### src/rtl/mem_tx_streamer_pkg.sv
// Shared types for the data-memory transmit path: sequencer states, default
// bus widths, and the helper that picks one byte out of a memory word.
package mem_tx_streamer_pkg;

   localparam int ADDR_W_DEF = 16;
   localparam int DATA_W_DEF = 16;

   typedef enum logic [2:0] {
      IDLE,
      RD_REQ,
      RD_WAIT,
      SEND,
      WAIT_HI,
      WAIT_LO,
      FINISH
   } state_t;

   // Byte 0 is the low byte, which goes out on the wire first.
   function automatic logic [7:0] byte_sel(input logic [15:0] word, input logic idx);
      return idx ? word[15:8] : word[7:0];
   endfunction

endpackage

### src/rtl/mem_tx_streamer_tx_handshake.sv
// Hands one byte at a time to the UART with a start/busy handshake. A missing
// busy rise is flagged in err after BUSY_TO cycles and the byte is let go.
module mem_tx_streamer_tx_handshake
   import mem_tx_streamer_pkg::*;
#(
   parameter int BUSY_TO = 8
) (
   input  logic       clk,
   input  logic       rst_n,
   input  logic [7:0] byte_dat,
   input  logic       byte_vld,
   output logic       byte_ack,
   input  logic       err_clr,
   output logic [7:0] tx_data,
   output logic       tx_start,
   input  logic       tx_busy,
   output logic       err
);

   localparam int TO_W = $clog2(BUSY_TO + 1);

   state_t            state, next_state;
   logic [TO_W-1:0]   to_cnt;
   logic              timeout;

   assign timeout = (to_cnt == TO_W'(BUSY_TO - 1));

   always_comb begin
      next_state = state;
      byte_ack   = 1'b0;
      tx_start   = 1'b0;
      case (state)
         IDLE:    if (byte_vld) next_state = SEND;
         SEND: begin
            tx_start   = 1'b1;
            next_state = WAIT_HI;
         end
         WAIT_HI: if (tx_busy || timeout) next_state = WAIT_LO;
         WAIT_LO: begin
            // A back-to-back byte offered with the ack skips the idle cycle.
            if (!tx_busy) begin
               byte_ack   = 1'b1;
               next_state = byte_vld ? SEND : IDLE;
            end
         end
         default: next_state = IDLE;
      endcase
   end

   always_ff @(posedge clk) begin
      if (!rst_n) begin
         state   <= IDLE;
         to_cnt  <= '0;
         tx_data <= 8'h00;
         err     <= 1'b0;
      end else begin
         state <= next_state;
         if (next_state == SEND) tx_data <= byte_dat;
         if (state == SEND)
            to_cnt <= '0;
         else if (state == WAIT_HI)
            to_cnt <= to_cnt + 1'b1;
         if (err_clr)
            err <= 1'b0;
         else if (state == WAIT_HI && !tx_busy && timeout)
            err <= 1'b1;
      end
   end

endmodule

### src/rtl/mem_tx_streamer.sv
// Streams a contiguous range of data-memory words out through the UART, one
// read per word, bytes low-first; the byte handshake lives in the sub-module.
module mem_tx_streamer
   import mem_tx_streamer_pkg::*;
#(
   parameter int ADDR_W         = ADDR_W_DEF,
   parameter int DATA_W         = DATA_W_DEF,
   parameter int BYTES_PER_WORD = 2,
   parameter int MEM_LAT        = 1,
   parameter int BUSY_TO        = 8
) (
   input  logic              clk,
   input  logic              rst_n,
   input  logic              start,
   input  logic [ADDR_W-1:0] base_addr,
   input  logic [ADDR_W:0]   length,
   output logic              busy,
   output logic              done,
   output logic              err,
   output logic [ADDR_W:0]   words_sent,
   output logic              mem_read,
   output logic [ADDR_W-1:0] mem_addr,
   input  logic [DATA_W-1:0] mem_rdata,
   output logic [7:0]        tx_data,
   output logic              tx_start,
   input  logic              tx_busy
);

   state_t              state, next_state;
   logic [ADDR_W-1:0]   cur_addr, addr_hold;
   logic [ADDR_W:0]     len;
   logic [DATA_W-1:0]   word;
   logic                byte_idx;
   logic [1:0]          lat_cnt;
   logic                lat_last, more_bytes;
   logic [7:0]          byte_dat;
   logic                byte_vld, byte_ack, err_clr;

   assign lat_last   = (lat_cnt == 2'(MEM_LAT - 1));
   assign more_bytes = (BYTES_PER_WORD == 2) && !byte_idx;
   assign err_clr    = (state == IDLE) && start;
   assign mem_read   = (state == RD_REQ);
   assign mem_addr   = (state == RD_REQ) ? cur_addr : addr_hold;

   always_comb begin
      next_state = state;
      byte_vld   = 1'b0;
      byte_dat   = 8'h00;
      case (state)
         IDLE:    if (start) next_state = (length == '0) ? FINISH : RD_REQ;
         RD_REQ:  next_state = RD_WAIT;
         RD_WAIT: begin
            // First byte comes straight off the read bus so SEND follows the last wait cycle.
            if (lat_last) begin
               byte_vld   = 1'b1;
               byte_dat   = byte_sel(16'(mem_rdata), 1'b0);
               next_state = SEND;
            end
         end
         SEND: begin
            if (byte_ack) begin
               if (more_bytes) begin
                  byte_vld = 1'b1;
                  byte_dat = byte_sel(16'(word), 1'b1);
               end else begin
                  next_state = ((words_sent + 1'b1) == len) ? FINISH : RD_REQ;
               end
            end
         end
         FINISH:  next_state = IDLE;
         default: next_state = IDLE;
      endcase
   end

   always_ff @(posedge clk) begin
      if (!rst_n) begin
         state      <= IDLE;
         cur_addr   <= '0;
         addr_hold  <= '0;
         len        <= '0;
         word       <= '0;
         byte_idx   <= 1'b0;
         lat_cnt    <= '0;
         words_sent <= '0;
         busy       <= 1'b0;
         done       <= 1'b0;
      end else begin
         state <= next_state;
         done  <= (state == FINISH);
         case (state)
            IDLE: begin
               if (start) begin
                  cur_addr   <= base_addr;
                  len        <= length;
                  words_sent <= '0;
                  busy       <= 1'b1;
               end
            end
            RD_REQ: begin
               addr_hold <= cur_addr;
               lat_cnt   <= '0;
            end
            RD_WAIT: begin
               lat_cnt <= lat_cnt + 1'b1;
               if (lat_last) begin
                  word     <= mem_rdata;
                  byte_idx <= 1'b0;
               end
            end
            SEND: begin
               if (byte_ack) begin
                  if (more_bytes) begin
                     byte_idx <= 1'b1;
                  end else begin
                     words_sent <= words_sent + 1'b1;
                     cur_addr   <= cur_addr + 1'b1;
                  end
               end
            end
            FINISH:  busy <= 1'b0;
            default: ;
         endcase
      end
   end

   mem_tx_streamer_tx_handshake #(.BUSY_TO(BUSY_TO)) u_tx (
      .clk      (clk),
      .rst_n    (rst_n),
      .byte_dat (byte_dat),
      .byte_vld (byte_vld),
      .byte_ack (byte_ack),
      .err_clr  (err_clr),
      .tx_data  (tx_data),
      .tx_start (tx_start),
      .tx_busy  (tx_busy),
      .err      (err)
   );

endmodule

### config.mk
export PLATFORM = sky130hd
export DESIGN_NAME = mem_tx_streamer
export DESIGN_NICKNAME = d
export VERILOG_FILES = /design/src/rtl/mem_tx_streamer_pkg.sv /design/src/rtl/mem_tx_streamer_tx_handshake.sv /design/src/rtl/mem_tx_streamer.sv
export SDC_FILE = /design/constraint.sdc
export NUM_CORES = 1
export LEC_CHECK = 0
export BUFFER_PORTS_ARGS = -buffer_cell sky130_fd_sc_hd__buf_2
export CORE_ASPECT_RATIO = 1.1
export CORE_UTILIZATION = 30
export DETAILED_ROUTE_END_ITERATION = 6
export PLACE_DENSITY = 0.61
export SLEW_MARGIN = 20
export SYNTH_ARGS = -nofsm -noshare
export SYNTH_HDL_FRONTEND = slang
export SYNTH_HIERARCHICAL = 1
export SYNTH_SLANG_ARGS = --single-unit
### constraint.sdc
create_clock -name clk -period 2.2 [get_ports clk]
set_input_delay 0.22 -clock clk [delete_from_list [all_inputs] [get_ports clk]]
set_output_delay 0.22 -clock clk [all_outputs]
set_load 0.02 [all_outputs]
; Word-level counts from Yosys, hierarchy flattened
; Index checks and enable logic that the tools add are counted.
[classes]
eq_ne = 14
bitwise_logic = 1
muxes = 38
reduce_logical = 21
n_addsub = 4
[op_table]
columns = operator, n
row1 = $mux W16, 4
row2 = $mux W17, 3
row3 = $pmux W17 S2, 1
row4 = $pmux W16 S2, 1
row5 = $mux W3, 9
row6 = $mux W8, 3
row7 = $pmux W3 S4, 2
row8 = $add A17 B1 Y17 const B, 1
row9 = $eq A17 B17 Y1, 1
row10 = $logic_not A17 Y1, 1
row11 = $add A16 B1 Y16 const B, 1
row12 = $pmux W8 S2, 1
row13 = $eq A3 B2 Y1 const B, 4
row14 = $eq A3 B3 Y1 const B, 3
row15 = $mux W1, 9
row16 = $ne A2 B2 Y1 const B, 4
row17 = $reduce_and A4 Y1, 2
row18 = $reduce_bool A2 Y1, 4
row19 = $logic_not A3 Y1, 2
row20 = $pmux W1 S2, 3
row21 = $reduce_and A2 Y1, 3
row22 = $add A4 B1 Y4 const B, 1
row23 = $eq A4 B3 Y1 const B, 1
row24 = $pmux W2 S2, 1
row25 = 10 further kinds, 13
[word_totals]
output_inout_bits = 46
regBits = 106

; Logic depth before layout (Yosys ltp)
[depth]
word_depth = 8
mapped_depth = 9

; Hierarchy
; The synthesis kept the hierarchy.
[modules_own_cells]
columns = module, instances, seq_area_each_um2, cells_each, area_per_inst_um2
row1 = mem_tx_streamer, 1, 1641.6, 548, 4354.2
row2 = mem_tx_streamer_tx_handshake, 1, 320.3, 78, 733.2

; Worst setup path before layout
; OpenSTA, ideal clock, no wires.
[synth_path]
kind = register to register
start = register words_sent[0]
end = register state[1] (netlist name)
stages_incl_launch_ff = 9
setup_slack_ns = -0.171
required_time_ns = 2.084
setup_time_ns = 0.116
arrival_ns = 2.255
n_path_buf = 0
period_less_slack_ns = 2.371
path_cell_list = dfxtp_1 -> ha_1 -> and4_1 -> nand3_1 -> and3_1 -> or4_1 -> nand4_1 -> nor4_2 -> a41o_1
[synth_rtl]
columns = element, line_no
row1 = from (decl), mem_tx_streamer.sv:20  ; output logic [ADDR_W:0] words_sent,
row2 = from (signal assigned), mem_tx_streamer.sv:115  ; words_sent <= words_sent + 1'b1;

==> flow_summary.ini <==
[critical_path]
cp_max_fo = 17
crit-reg2reg-launch = words_sent[0]
worst_ep_required_time_ns = 1.98
worstSetupEndpointType = output port
startpoint_type = flip-flop
path_class = flip-flop to output port
rrSetupSlack_ns = 0.13
startpoint = state[0]
arrival_ns = 1.87

[clock_tree]
clk_path_buf_depth = 2
clk_pin_slew_ns = 0.07
cts_tree = built
postCtsHoldBufs = 0
numCtsBuffers = 9
root_buffer = clkbuf_16
clk_latency_ns = 0.35
htree_levels = 3
cts_sinks = 98

[floorplan]
io_pins = 99
die_w_um = 126.2
rows = 49
die_area_um2 = 17480
initial_core_util = 0.3085
core_um2 = 16490
dieHeight_um = 138.6

[layout]
fill_cells = 1679
final_nets = 794
design_area_um2 = 6301
synthToLayoutAreaGrowth_pct = 23.86
drive_gt1_frac = 0.2749
diodes = 0

[drt]
drc = 0
routed_via_density = 5.023
ant_nets = 0
vias = 4752
drtIter0Drc = 235
wl_per_cell_um = 14.16
firstDrtPassIters = 4
wl_mm = 13.40

[power_and_ir_drop]
clkPwrFrac = 0.346
internal_power_mw = 3.024
ir_drop_uv = 353.8
p_comb_frac = 0.189
switching_share = 0.2876
power.density_nw_per_um2 = 673.7
seqPwrFrac = 0.465
p_leak_nw = 2.589
p_switching_mw = 1.221
power_mw = 4.245

[timing]
maxSlewHeadroom = 0.5186
tightestPinTransition_ns = 0.7154
fmax_mhz = 478.5
whs_ns = 0.1147
rsz0062_at_grt = no
hold_violations = 0
timing.final.crit_period_ns = 2.090
min_period_over_period = 0.9500
setup_violations = 0
slew_violations = 0
finalClockSkew_ns = 0.008599

[placement]
hpwl_mm = 9.629
portBuffers = 98
dpl-instance-area_um2 = 5969
gp_congestion = 0.8365

[yosys]
yosysSeqAreaShare = 0.3856
async_flop_share = 0
synth_top_area_cell = dfxtp_1
yosys-top-cells-area = dfxtp_1 (39%), nand2_1 (7.1%), a21oi_1 (6.1%)
synth_edf_count = 0
syn_area_per_cell_um2 = 8.127
synth_most_common_cell = dfxtp_1
synth_commonest_cells = dfxtp_1 (98), nand2_1 (96), a21oi_1 (62), nor2_1 (48), o21ai_0 (30)
yosysWarnings = 6
synth_cells = 626
ys_seq_elements = 98
yosys.area.top_type_share = 0.3856
synth_cell_types = 66
synthFlopType = dfxtp_1
synth_nets = 683
netlist_area_um2 = 5087

[global_route]
grt_max_degree = 39
antenna_found_initial = 0
grt_pass1_vias = 4369
grt_usage = 0.1579
grt_pass1_wl_mm = 22.20
gr-total-overflow = 0

[worst_hold_path]
hold_path_class = primary input to flip-flop
hold_start = mem_rdata[10]

[run]
maxCapViolations = 0

[status]
status = finished, final reports clean
[timing repair]
item	4_1_cts	5_1_grt
cloned	0	0
setup endpoints to repair	2	4
gates resized for setup	1	11
pin swaps	0	4
setup buffers	0	2
[critical path, stage by stage (launching register included)]
cell,delay (ns)
dfxtp_1,0.51
and3_1,0.20
buf_4,0.26
mux2_2,0.38
buf_2,0.16
[final timing paths]
path	endpoint	cells past startpoint
min	word[10]	3
min reg2reg	word[11]	2
max	mem_addr[8]	4
max reg2reg	state[2]	8
[layer usage]
metal	track usage	routed length [um]	vias to the layer above
met5	0	0	-
li1	-	-	2442
met2	0.2425	5937	106
met3	0.02585	559	16
met1	0.2189	6667	2188
met4	0.06468	234	0
[sequential cells by signal, summed over array words and instances (netlist names)]
register / flops
len: 17
words_sent: 17
addr_hold: 16
cur_addr: 16
u_tx/tx_data: 8
word: 8
u_tx/to_cnt: 4
state: 3
u_tx/state: 3
lat_cnt: 2
busy: 1
byte_idx: 1
done: 1
u_tx/err: 1
[cell families after synthesis]
group,synth area share
AO/OA/AOI/OAI,0.1810
XOR/XNOR,0.03443
adder cells (fa/ha/maj),0.009838
flip-flops,0.3856
buffers and inverters,0.04353
AND/OR/NAND/NOR,0.2885
multiplexers,0.05706
[power by group through the flow]
stage | sequential, mW | clock [mW] | combinational [mW]
2_1_floorplan | 1.99 | 0 | 0.544
4_1_cts | 1.97 | 1.53 | 0.808
3_3_place_gp | 2.01 | 0 | 0.803
5_1_grt | 1.99 | 1.60 | 0.894
3_5_place_dp | 2.01 | 0 | 0.802
6_report | 1.98 | 1.47 | 0.800
[cells in the final DEF (no fill, tap or decap), drive strengths merged, types with 12 or more instances in the layout]
cell type  Yosys  final
dfxtp         98     98
a21oi         62     62
a211oi        12     12
nor3          17     17
mux2          16     16
nand4         13     13
xnor2         17     17
nor2          48     48
and2          23     23
nand2         96     96
clkbuf        27     12
nand3         21     21
o21ai         30     30
nor4          12     12
buf           13    140
[final cells by class]
cell class	instances	area (um^2)	area share
Clock inverter	4	27.53	0.004369
Multi-Input combinational cell	479	2948	0.4678
Timing Repair Buffer	140	818.3	0.1299
Sequential cell	98	1972	0.3129
Clock buffer	12	246.5	0.03912
Inverter	9	33.78	0.005361
Tap cell	204	255.2	0.04051
[through the flow]
stage | setup slack, ns | instances | util | TNS [ns]
after global routing | 0.003668 | 946 | 0.3821 | 0
after detailed placement | -0.05836 | 928 | 0.3620 | -0.08875
after global placement | 0.03404 | 928 | 0.3620 | 0
after floorplan | 0.001773 | 626 | - | 0
final | 0.1099 | 946 | 0.3821 | 0
after CTS | 0.01965 | 944 | 0.3790 | 0
No activity file was read; power rests on OpenSTA's default activity.
